<file path="src/rtl/stopwatch_if.sv">
// Signal bundle between the stopwatch core and its surroundings: divider strobes,
// user controls in, BCD display digits and status out.
interface stopwatch_if;
  logic       tick_1_in;
  logic       tick_2_in;
  logic       adj;
  logic       sel;
  logic       clr;
  logic [3:0] min_tens;
  logic [3:0] min_ones;
  logic [3:0] sec_tens;
  logic [3:0] sec_ones;
  logic [1:0] mode;
  logic       wrap;

  modport master (
    output tick_1_in, tick_2_in, adj, sel, clr,
    input  min_tens, min_ones, sec_tens, sec_ones, mode, wrap
  );

  modport slave (
    input  tick_1_in, tick_2_in, adj, sel, clr,
    output min_tens, min_ones, sec_tens, sec_ones, mode, wrap
  );
endinterface

</file>
<file path="src/rtl/stopwatch_counter.sv">
// BCD mm:ss stopwatch driven by 1 Hz / 2 Hz divider strobes, with a manual adjust mode.
// Optional macro STOPWATCH_SATURATE_EN: RUN counting holds at MAX_MIN:59 and wrap stays 0.
module stopwatch_counter #(
  parameter int unsigned MAX_MIN = 59
) (
  input  logic        clk,
  input  logic        rst_n,
  stopwatch_if.slave  sw
);

  typedef enum logic [1:0] {
    ST_RUN     = 2'b00,
    ST_ADJ_MIN = 2'b01,
    ST_ADJ_SEC = 2'b10
  } state_t;

  state_t     state_r, state_s;
  logic       t1_r, t2_r;
  logic       p1_s, p2_s;
  logic [3:0] min_tens_r, min_ones_r, sec_tens_r, sec_ones_r;
  logic [3:0] min_tens_s, min_ones_s, sec_tens_s, sec_ones_s;
  logic       wrap_r, wrap_s;
  logic [6:0] min_val_s;
  logic       sec_max_s, min_max_s;

  // Seconds step 00..59; returns {tens, ones}.
  function automatic logic [7:0] inc_sec(input logic [3:0] t, input logic [3:0] o);
    logic [7:0] r;
    if (o == 4'd9) begin
      if (t == 4'd5) r = 8'h00;
      else           r = {t + 4'd1, 4'd0};
    end else begin
      r = {t, o + 4'd1};
    end
    return r;
  endfunction

  // Minutes step with rollover to 00 once the pair reaches MAX_MIN.
  function automatic logic [7:0] inc_min(input logic [3:0] t, input logic [3:0] o,
                                         input logic at_max);
    logic [7:0] r;
    if (at_max)          r = 8'h00;
    else if (o == 4'd9)  r = {t + 4'd1, 4'd0};
    else                 r = {t, o + 4'd1};
    return r;
  endfunction

  assign p1_s      = sw.tick_1_in & ~t1_r;
  assign p2_s      = sw.tick_2_in & ~t2_r;
  assign min_val_s = 7'(min_tens_r) * 7'd10 + 7'(min_ones_r);
  assign sec_max_s = (sec_tens_r == 4'd5) && (sec_ones_r == 4'd9);
  assign min_max_s = (min_val_s == 7'(MAX_MIN));

  // Mode follows adj/sel directly every cycle.
  always_comb begin
    state_s = ST_RUN;
    if (!sw.adj)     state_s = ST_RUN;
    else if (sw.sel) state_s = ST_ADJ_SEC;
    else             state_s = ST_ADJ_MIN;
  end

  // Next digit values; ticks act on the mode held before this edge.
  always_comb begin
    min_tens_s = min_tens_r;
    min_ones_s = min_ones_r;
    sec_tens_s = sec_tens_r;
    sec_ones_s = sec_ones_r;
    wrap_s     = 1'b0;
    if (sw.clr) begin
      min_tens_s = 4'd0;
      min_ones_s = 4'd0;
      sec_tens_s = 4'd0;
      sec_ones_s = 4'd0;
    end else begin
      case (state_r)
        ST_RUN: begin
`ifdef STOPWATCH_SATURATE_EN
          if (p1_s && !(sec_max_s && min_max_s)) begin
            {sec_tens_s, sec_ones_s} = inc_sec(sec_tens_r, sec_ones_r);
            if (sec_max_s) begin
              {min_tens_s, min_ones_s} = inc_min(min_tens_r, min_ones_r, 1'b0);
            end else begin
              min_tens_s = min_tens_r;
            end
          end else begin
            wrap_s = 1'b0;
          end
`else
          if (p1_s) begin
            {sec_tens_s, sec_ones_s} = inc_sec(sec_tens_r, sec_ones_r);
            if (sec_max_s) begin
              {min_tens_s, min_ones_s} = inc_min(min_tens_r, min_ones_r, min_max_s);
              wrap_s = min_max_s;
            end else begin
              min_tens_s = min_tens_r;
            end
          end else begin
            wrap_s = 1'b0;
          end
`endif
        end
        ST_ADJ_MIN: begin
          if (p2_s) {min_tens_s, min_ones_s} = inc_min(min_tens_r, min_ones_r, min_max_s);
          else      wrap_s = 1'b0;
        end
        ST_ADJ_SEC: begin
          if (p2_s) {sec_tens_s, sec_ones_s} = inc_sec(sec_tens_r, sec_ones_r);
          else      wrap_s = 1'b0;
        end
        default: wrap_s = 1'b0;
      endcase
    end
  end

  // State, strobe history and registered outputs; history resets high so a held strobe is not counted.
  always_ff @(posedge clk or negedge rst_n) begin
    if (!rst_n) begin
      state_r    <= ST_RUN;
      t1_r       <= 1'b1;
      t2_r       <= 1'b1;
      min_tens_r <= 4'd0;
      min_ones_r <= 4'd0;
      sec_tens_r <= 4'd0;
      sec_ones_r <= 4'd0;
      wrap_r     <= 1'b0;
    end else begin
      state_r    <= state_s;
      t1_r       <= sw.tick_1_in;
      t2_r       <= sw.tick_2_in;
      min_tens_r <= min_tens_s;
      min_ones_r <= min_ones_s;
      sec_tens_r <= sec_tens_s;
      sec_ones_r <= sec_ones_s;
      wrap_r     <= wrap_s;
    end
  end

  assign sw.min_tens = min_tens_r;
  assign sw.min_ones = min_ones_r;
  assign sw.sec_tens = sec_tens_r;
  assign sw.sec_ones = sec_ones_r;
  assign sw.mode     = state_r;
  assign sw.wrap     = wrap_r;

endmodule

</file>
<file path="src/flat_wrapper.sv">
// flat-port wrapper written by rule: the top's interface ports become plain ports
module stopwatch_counter_flat 
#(
  parameter int unsigned MAX_MIN = 59
)
  (clk, rst_n, sw_tick_1_in, sw_tick_2_in, sw_adj, sw_sel, sw_clr, sw_min_tens, sw_min_ones, sw_sec_tens, sw_sec_ones, sw_mode, sw_wrap);
  stopwatch_if sw_i ();
  input  logic clk;
  input  logic rst_n;
  input wire logic [$bits(sw_i.tick_1_in)-1:0] sw_tick_1_in;
  input wire logic [$bits(sw_i.tick_2_in)-1:0] sw_tick_2_in;
  input wire logic [$bits(sw_i.adj)-1:0] sw_adj;
  input wire logic [$bits(sw_i.sel)-1:0] sw_sel;
  input wire logic [$bits(sw_i.clr)-1:0] sw_clr;
  output wire logic [$bits(sw_i.min_tens)-1:0] sw_min_tens;
  output wire logic [$bits(sw_i.min_ones)-1:0] sw_min_ones;
  output wire logic [$bits(sw_i.sec_tens)-1:0] sw_sec_tens;
  output wire logic [$bits(sw_i.sec_ones)-1:0] sw_sec_ones;
  output wire logic [$bits(sw_i.mode)-1:0] sw_mode;
  output wire logic [$bits(sw_i.wrap)-1:0] sw_wrap;
  assign sw_i.tick_1_in = sw_tick_1_in;
  assign sw_i.tick_2_in = sw_tick_2_in;
  assign sw_i.adj = sw_adj;
  assign sw_i.sel = sw_sel;
  assign sw_i.clr = sw_clr;
  assign sw_min_tens = sw_i.min_tens;
  assign sw_min_ones = sw_i.min_ones;
  assign sw_sec_tens = sw_i.sec_tens;
  assign sw_sec_ones = sw_i.sec_ones;
  assign sw_mode = sw_i.mode;
  assign sw_wrap = sw_i.wrap;
  stopwatch_counter #(.MAX_MIN(MAX_MIN)) u_core (.clk(clk), .rst_n(rst_n), .sw(sw_i));
endmodule
</file>
<file path="config.mk">
export PLATFORM = sky130hd
export DESIGN_NAME = stopwatch_counter_flat
export DESIGN_NICKNAME = d
export VERILOG_FILES = /design/src/rtl/stopwatch_if.sv /design/src/rtl/stopwatch_counter.sv /design/src/flat_wrapper.sv
export SDC_FILE = /design/constraint.sdc
export NUM_CORES = 1
export LEC_CHECK = 0
export ABC_AREA = 1
export ABC_CLOCK_PERIOD_IN_PS = 2900
export CORE_MARGIN = 2
export CORE_UTILIZATION = 52
export DETAILED_ROUTE_END_ITERATION = 7
export HOLD_SLACK_MARGIN = 0.12
export PLACE_DENSITY = 0.76
export SLEW_MARGIN = 25
export SYNTH_ARGS = -nofsm -noshare
export SYNTH_HDL_FRONTEND = slang
export SYNTH_SLANG_ARGS = --single-unit
</file>
<file path="constraint.sdc">
create_clock -name clk -period 2.9 [get_ports clk]
set_clock_uncertainty 0.15 [all_clocks]
set_input_delay 0.435 -clock clk [delete_from_list [all_inputs] [get_ports clk]]
set_output_delay 0.435 -clock clk [all_outputs]
set_load 0.03 [all_outputs]
</file>
# Yosys cells after proc, flatten, opt, wreduce, memory -nomap -nowiden
# Cells that the tools add are included.
# Widths: inputs -> output; s select.
# word_totals
input_bits,7
output_inout_bits,19
word_cells,62
ff_bits,21
# classes
addsub,5
multipliers,1
bitwise_logic,4
eq_ne,10
n_mux,28
n_reduce_logical,6
# op_table
cell,count
$mux 4,14
$mux 8,4
$pmux 4 s2,4
$add 4x1->4 const B,4
$ne 3x2->1 const B,4
$eq 4x4->1 const B,2
$add 7x4->7,1
$eq 7x6->1 const B,1
$mul 4x3->6 const B,1
$reduce_bool 3->1,2
$eq 4x3->1 const B,1
$mux 1,4
$mux 2,2
$reduce_and 4->1,1
$reduce_and 3->1,1
$and 1x1->1,2
$eq 2x1->1 const B,1
$eq 2x2->1 const B,1
$logic_not 2->1,1
$not 1->1,2
$logic_and 1x1->1,1

# Logic depth before layout (Yosys ltp)
# logic_depth
ltp_word,8
depth_mapped,14
mapped_depth_nobuf,14

# Least setup slack after synthesis
# OpenSTA, ideal clock, no wires.
# synth_path
path_type,reg-to-reg
startpoint,register u_core.min_tens_r[1] (netlist: u_core.sw.min_tens[1])
endpoint,register u_core.min_tens_r[0] (netlist: u_core.sw.min_tens[0])
setup_time_ns,0.117
path_stages_with_launch,15
required_time_ns,2.633
synth_period_minus_slack_ns,2.510
setup_slack_ns,0.390
arrival_ns,2.242
cell_sequence,dfrtp_1 > ha_1 > ha_1 > inv_1 > fa_1 > inv_1 > nand2_1 > nor2_1 > nand2_1 > nor2_1 > nand3_2 > nand2_1 > nor2_1 > nand2_1 > nand2_1
# synth_between
elab_chain_cells,8
elab_cells_between_ends,9
# synth_lines
item,line_no,source
from (decl),stopwatch_counter.sv:20,"logic [3:0] min_tens_r, min_ones_r, sec_tens_r, sec_ones_r;"
from (signal assigned),stopwatch_counter.sv:130,min_tens_r <= min_tens_s;
$mul 4x3->6 (*),stopwatch_counter.sv:50,assign min_val_s = 7'(min_tens_r) * 7'd10 + 7'(min_ones_r);
$add 7x4->7 (*),stopwatch_counter.sv:50,
$eq 7x6->1 (*),stopwatch_counter.sv:52,assign min_max_s = (min_val_s == 7'(MAX_MIN));
$mux 8 (*),stopwatch_counter.sv:42,if (at_max) r = 8'h00;
$mux 4,stopwatch_counter.sv:91,if (sec_max_s) begin
$mux 4,stopwatch_counter.sv:89,if (p1_s) begin
$pmux 4 s2 (*),stopwatch_counter.sv:75,case (state_r)
$mux 4 (*),stopwatch_counter.sv:69,if (sw.clr) begin
# Every way passes the cells marked *; elsewhere a longest branch is shown, timed or not. The select of a mux whose other input is x is not followed.
# A chain may end at the register's enable or synchronous reset.

# Worst setup path in the final report
# layout_path
startpoint,register u_core.min_tens_r[1] (netlist: u_core.sw.min_tens[1])
endpoint,register u_core.min_tens_r[3] (netlist: u_core.sw.min_tens[3])
# layout_between
elab_chain_cells,8
elab_cells_between_ends,11
# layout_lines
item,line_no
$mul 4x3->6,stopwatch_counter.sv:50
$add 7x4->7,stopwatch_counter.sv:50
$eq 7x6->1,stopwatch_counter.sv:52
$mux 8 (*),stopwatch_counter.sv:42
$mux 4,stopwatch_counter.sv:91
$mux 4,stopwatch_counter.sv:89
$pmux 4 s2 (*),stopwatch_counter.sv:75
$mux 4 (*),stopwatch_counter.sv:69
# Marked as above.

==> impl_metrics.env <==
export IMPL_grt_busiest_layer="met2"
export IMPL_drv_slew=0
export IMPL_clk_path_buf_depth=2
export IMPL_yosys_warnings=0
export IMPL_syn_num_nets=197
export IMPL_cts_num_sinks=21
export IMPL_htree_levels=1
export IMPL_hpwl_um=2150
export IMPL_ctsResizeCount=0
export IMPL_cts_tree="yes"
export IMPL_num_vias=1181
export IMPL_fp_dieW_um=56.8
export IMPL_layout_commonest_cell="nand2_1"
export IMPL_fin_hold_ws_ns=0.305
export IMPL_syn_inst=175
export IMPL_ir_drop_mv=0.381
export IMPL_track_usage=0.187
export IMPL_cp_end_kind="flop"
export IMPL_numCtsBuffers=3
export IMPL_die_y_um=56.8
export IMPL_rsz0062_at_grt="false"
export IMPL_wl_um=2720
export IMPL_drv_cap=0
export IMPL_finalSetupTns_ns=0
export IMPL_grt_ovfl_total=0
export IMPL_cts_root_buffer="clkbuf_4"
export IMPL_path_cells="ha_1 > ha_1 > inv_1 > fa_1 > inv_1 > nand2_1 > nor2_1 > nand2_1 > nor2_1 > nand3_2 > nand2_1 > nand2_2 > nand2_1 > nand2_1"
export IMPL_firstDrtPassIters=4
export IMPL_io_buffer_count=25
export IMPL_hold_viol_final=0
export IMPL_drc_errors=0
export IMPL_cp_data_required_time_ns=2.96
export IMPL_hold_buffers=0
export IMPL_critPathKind="flop to flop"
export IMPL_yosysSeqAreaShare=0.364
export IMPL_critPathArrivalTime_ns=2.65
export IMPL_initial_utilization=0.535
export IMPL_leakage_uw=0.000857
export IMPL_core_um2=2710
export IMPL_hp_class="primary input to async pin"
export IMPL_grt_pass1_wl_um=4780
export IMPL_power_density_cell_area_nw_per_um2=385
export IMPL_ys_ff_latch=21
export IMPL_cpMaxStageDelayCell="dfrtp_1"
export IMPL_syn2layout_area_growth_pct=22.3
export IMPL_post_cts_buffers=0
export IMPL_cp_max_fo=7
export IMPL_fin_crit_sh=0.891
export IMPL_place_congestion=0.808
export IMPL_wl_per_cell_um=11.5
export IMPL_grt_use_met2=0.309
export IMPL_final_cell_mix="43 x nand2_1, 26 x inv_1, 25 x clkdlybuf4s50_1"
export IMPL_antenna_found_initial=0
export IMPL_avgSynthCellArea_um2=8.29
export IMPL_rows=19
export IMPL_tightestPinTransition_ns=0.374
export IMPL_drt_iter0_markers=42
export IMPL_max_stage_delay_ns=0.48
export IMPL_r2r_cells=14
export IMPL_fillers=237
export IMPL_status="completed"
export IMPL_fmax_mhz=387
export IMPL_max_slew_margin_rel=0.750
export IMPL_grt_pass1_vias=1113
export IMPL_synth_distinct_cells=31
export IMPL_nNetsFinal=228
export IMPL_finalSetupViolCount=0
export IMPL_start_kind="flop"
export IMPL_vias_per_cell=5.00
export IMPL_ant_nets=0
export IMPL_grt_util_met3=0.0507
export IMPL_ios=26
export IMPL_die_area_um2=3230
export IMPL_grt_max_degree=22
export IMPL_r2r_start="u_core.sw.min_tens[1]"
export IMPL_crit_top_cell="nand2_1"
export IMPL_fin_crit_ns=2.58
export IMPL_drive_gt1_frac=0.117
export IMPL_netlist_area_um2=1450
export IMPL_met1_usage=0.252
export IMPL_clk_pin_slew_ns=0.12
export IMPL_clk_latency_ns=0.31
export IMPL_cp_startpoint="u_core.sw.min_tens[1]"
export IMPL_antenna_cells=0
==> final cells by class <==
class	count	area, um^2	area share
Sequential cell	21	528	0.298
Tap cell	31	38.8	0.0219
Inverter	30	118	0.0663
Timing Repair Buffer	26	258	0.145
Clock buffer	4	26.3	0.0148
Multi-Input combinational cell	124	805	0.454
==> synth_stat cells (all sizes together) <==
master | number | share of area
dfstp | 2 | 0.036
nand3b | 1 | 0.0052
o21ai | 7 | 0.024
xnor2 | 2 | 0.012
nand4 | 3 | 0.013
clkinv | 1 | 0.0060
nor2 | 22 | 0.080
fa | 2 | 0.028
a21oi | 2 | 0.015
xor2 | 4 | 0.024
o22ai | 2 | 0.0086
o21bai | 1 | 0.0052
nor3 | 3 | 0.018
dfrtp | 19 | 0.33
inv | 29 | 0.075
nand2 | 49 | 0.14
nor3b | 1 | 0.0052
mux2i | 2 | 0.014
ha | 13 | 0.11
nand3 | 10 | 0.047
==> layer usage <==
layer	routed length, um	share of wire
met2	1300	0.48
met4	19	0.0070
met3	129	0.047
met5	0	0
met1	1270	0.47
==> report_power, final <==
part	internal, uW	switching (uW)	leakage (uW)
registers	314	31.8	0.000280
clock network	53.6	86.7	0.0000150
logic	79.5	117	0.000563
total	448	236	0.000857
==> cells by family after synthesis <==
group | Yosys count | synth area share
simple gates | 89 | 0.312
compound gates | 12 | 0.0526
buf+inv | 30 | 0.0811
mux | 2 | 0.0138
xor+xnor | 6 | 0.0362
flops | 21 | 0.364
fa+ha+maj | 15 | 0.140
==> flip-flops by register name (all words and copies together), names as in the netlist <==
register	cells
u_core.sw.sec_ones	4
u_core.t1_r	1
u_core.sw.min_ones	4
u_core.t2_r	1
u_core.sw.min_tens	4
u_core.sw.wrap	1
u_core.sw.sec_tens	4
u_core.sw.mode	2
==> critical path, delay by kind of cell, from the launching register on <==
kind | cells | cell delay [ns]
adders and majority gates | 3 | 0.94
and+or+nand+nor | 9 | 0.80
DFF | 1 | 0.48
buffers and inverters | 2 | 0.12
==> worst paths after layout <==
| kind | endpoint | slack, ns |
|---|---|---|
| worst min register to register | u_core.sw.sec_tens[0] | 0.42 |
| min in group clk | u_core.t2_r | 0.42 |
| worst max-delay path | u_core.sw.min_tens[3] | 0.32 |
| worst min-delay path | u_core.sw.min_tens[3] | 0.31 |
| worst max register to register | u_core.sw.min_tens[3] | 0.32 |
| max in group asynchronous | u_core.t1_r | 2.01 |
==> through the flow <==
step	std cells	cell area [um^2]	total power, uW	utilization	worst slack (ns)
detailed placement	232	1750	550	0.645	0.338
CTS	236	1770	692	0.654	0.319
finish	236	1770	683	0.654	0.317
global placement	232	1750	543	0.645	0.421
floorplan	175	1450	470	-	0.390
global route	236	1770	727	0.654	0.103
No activity file was read; power rests on OpenSTA's default activity.
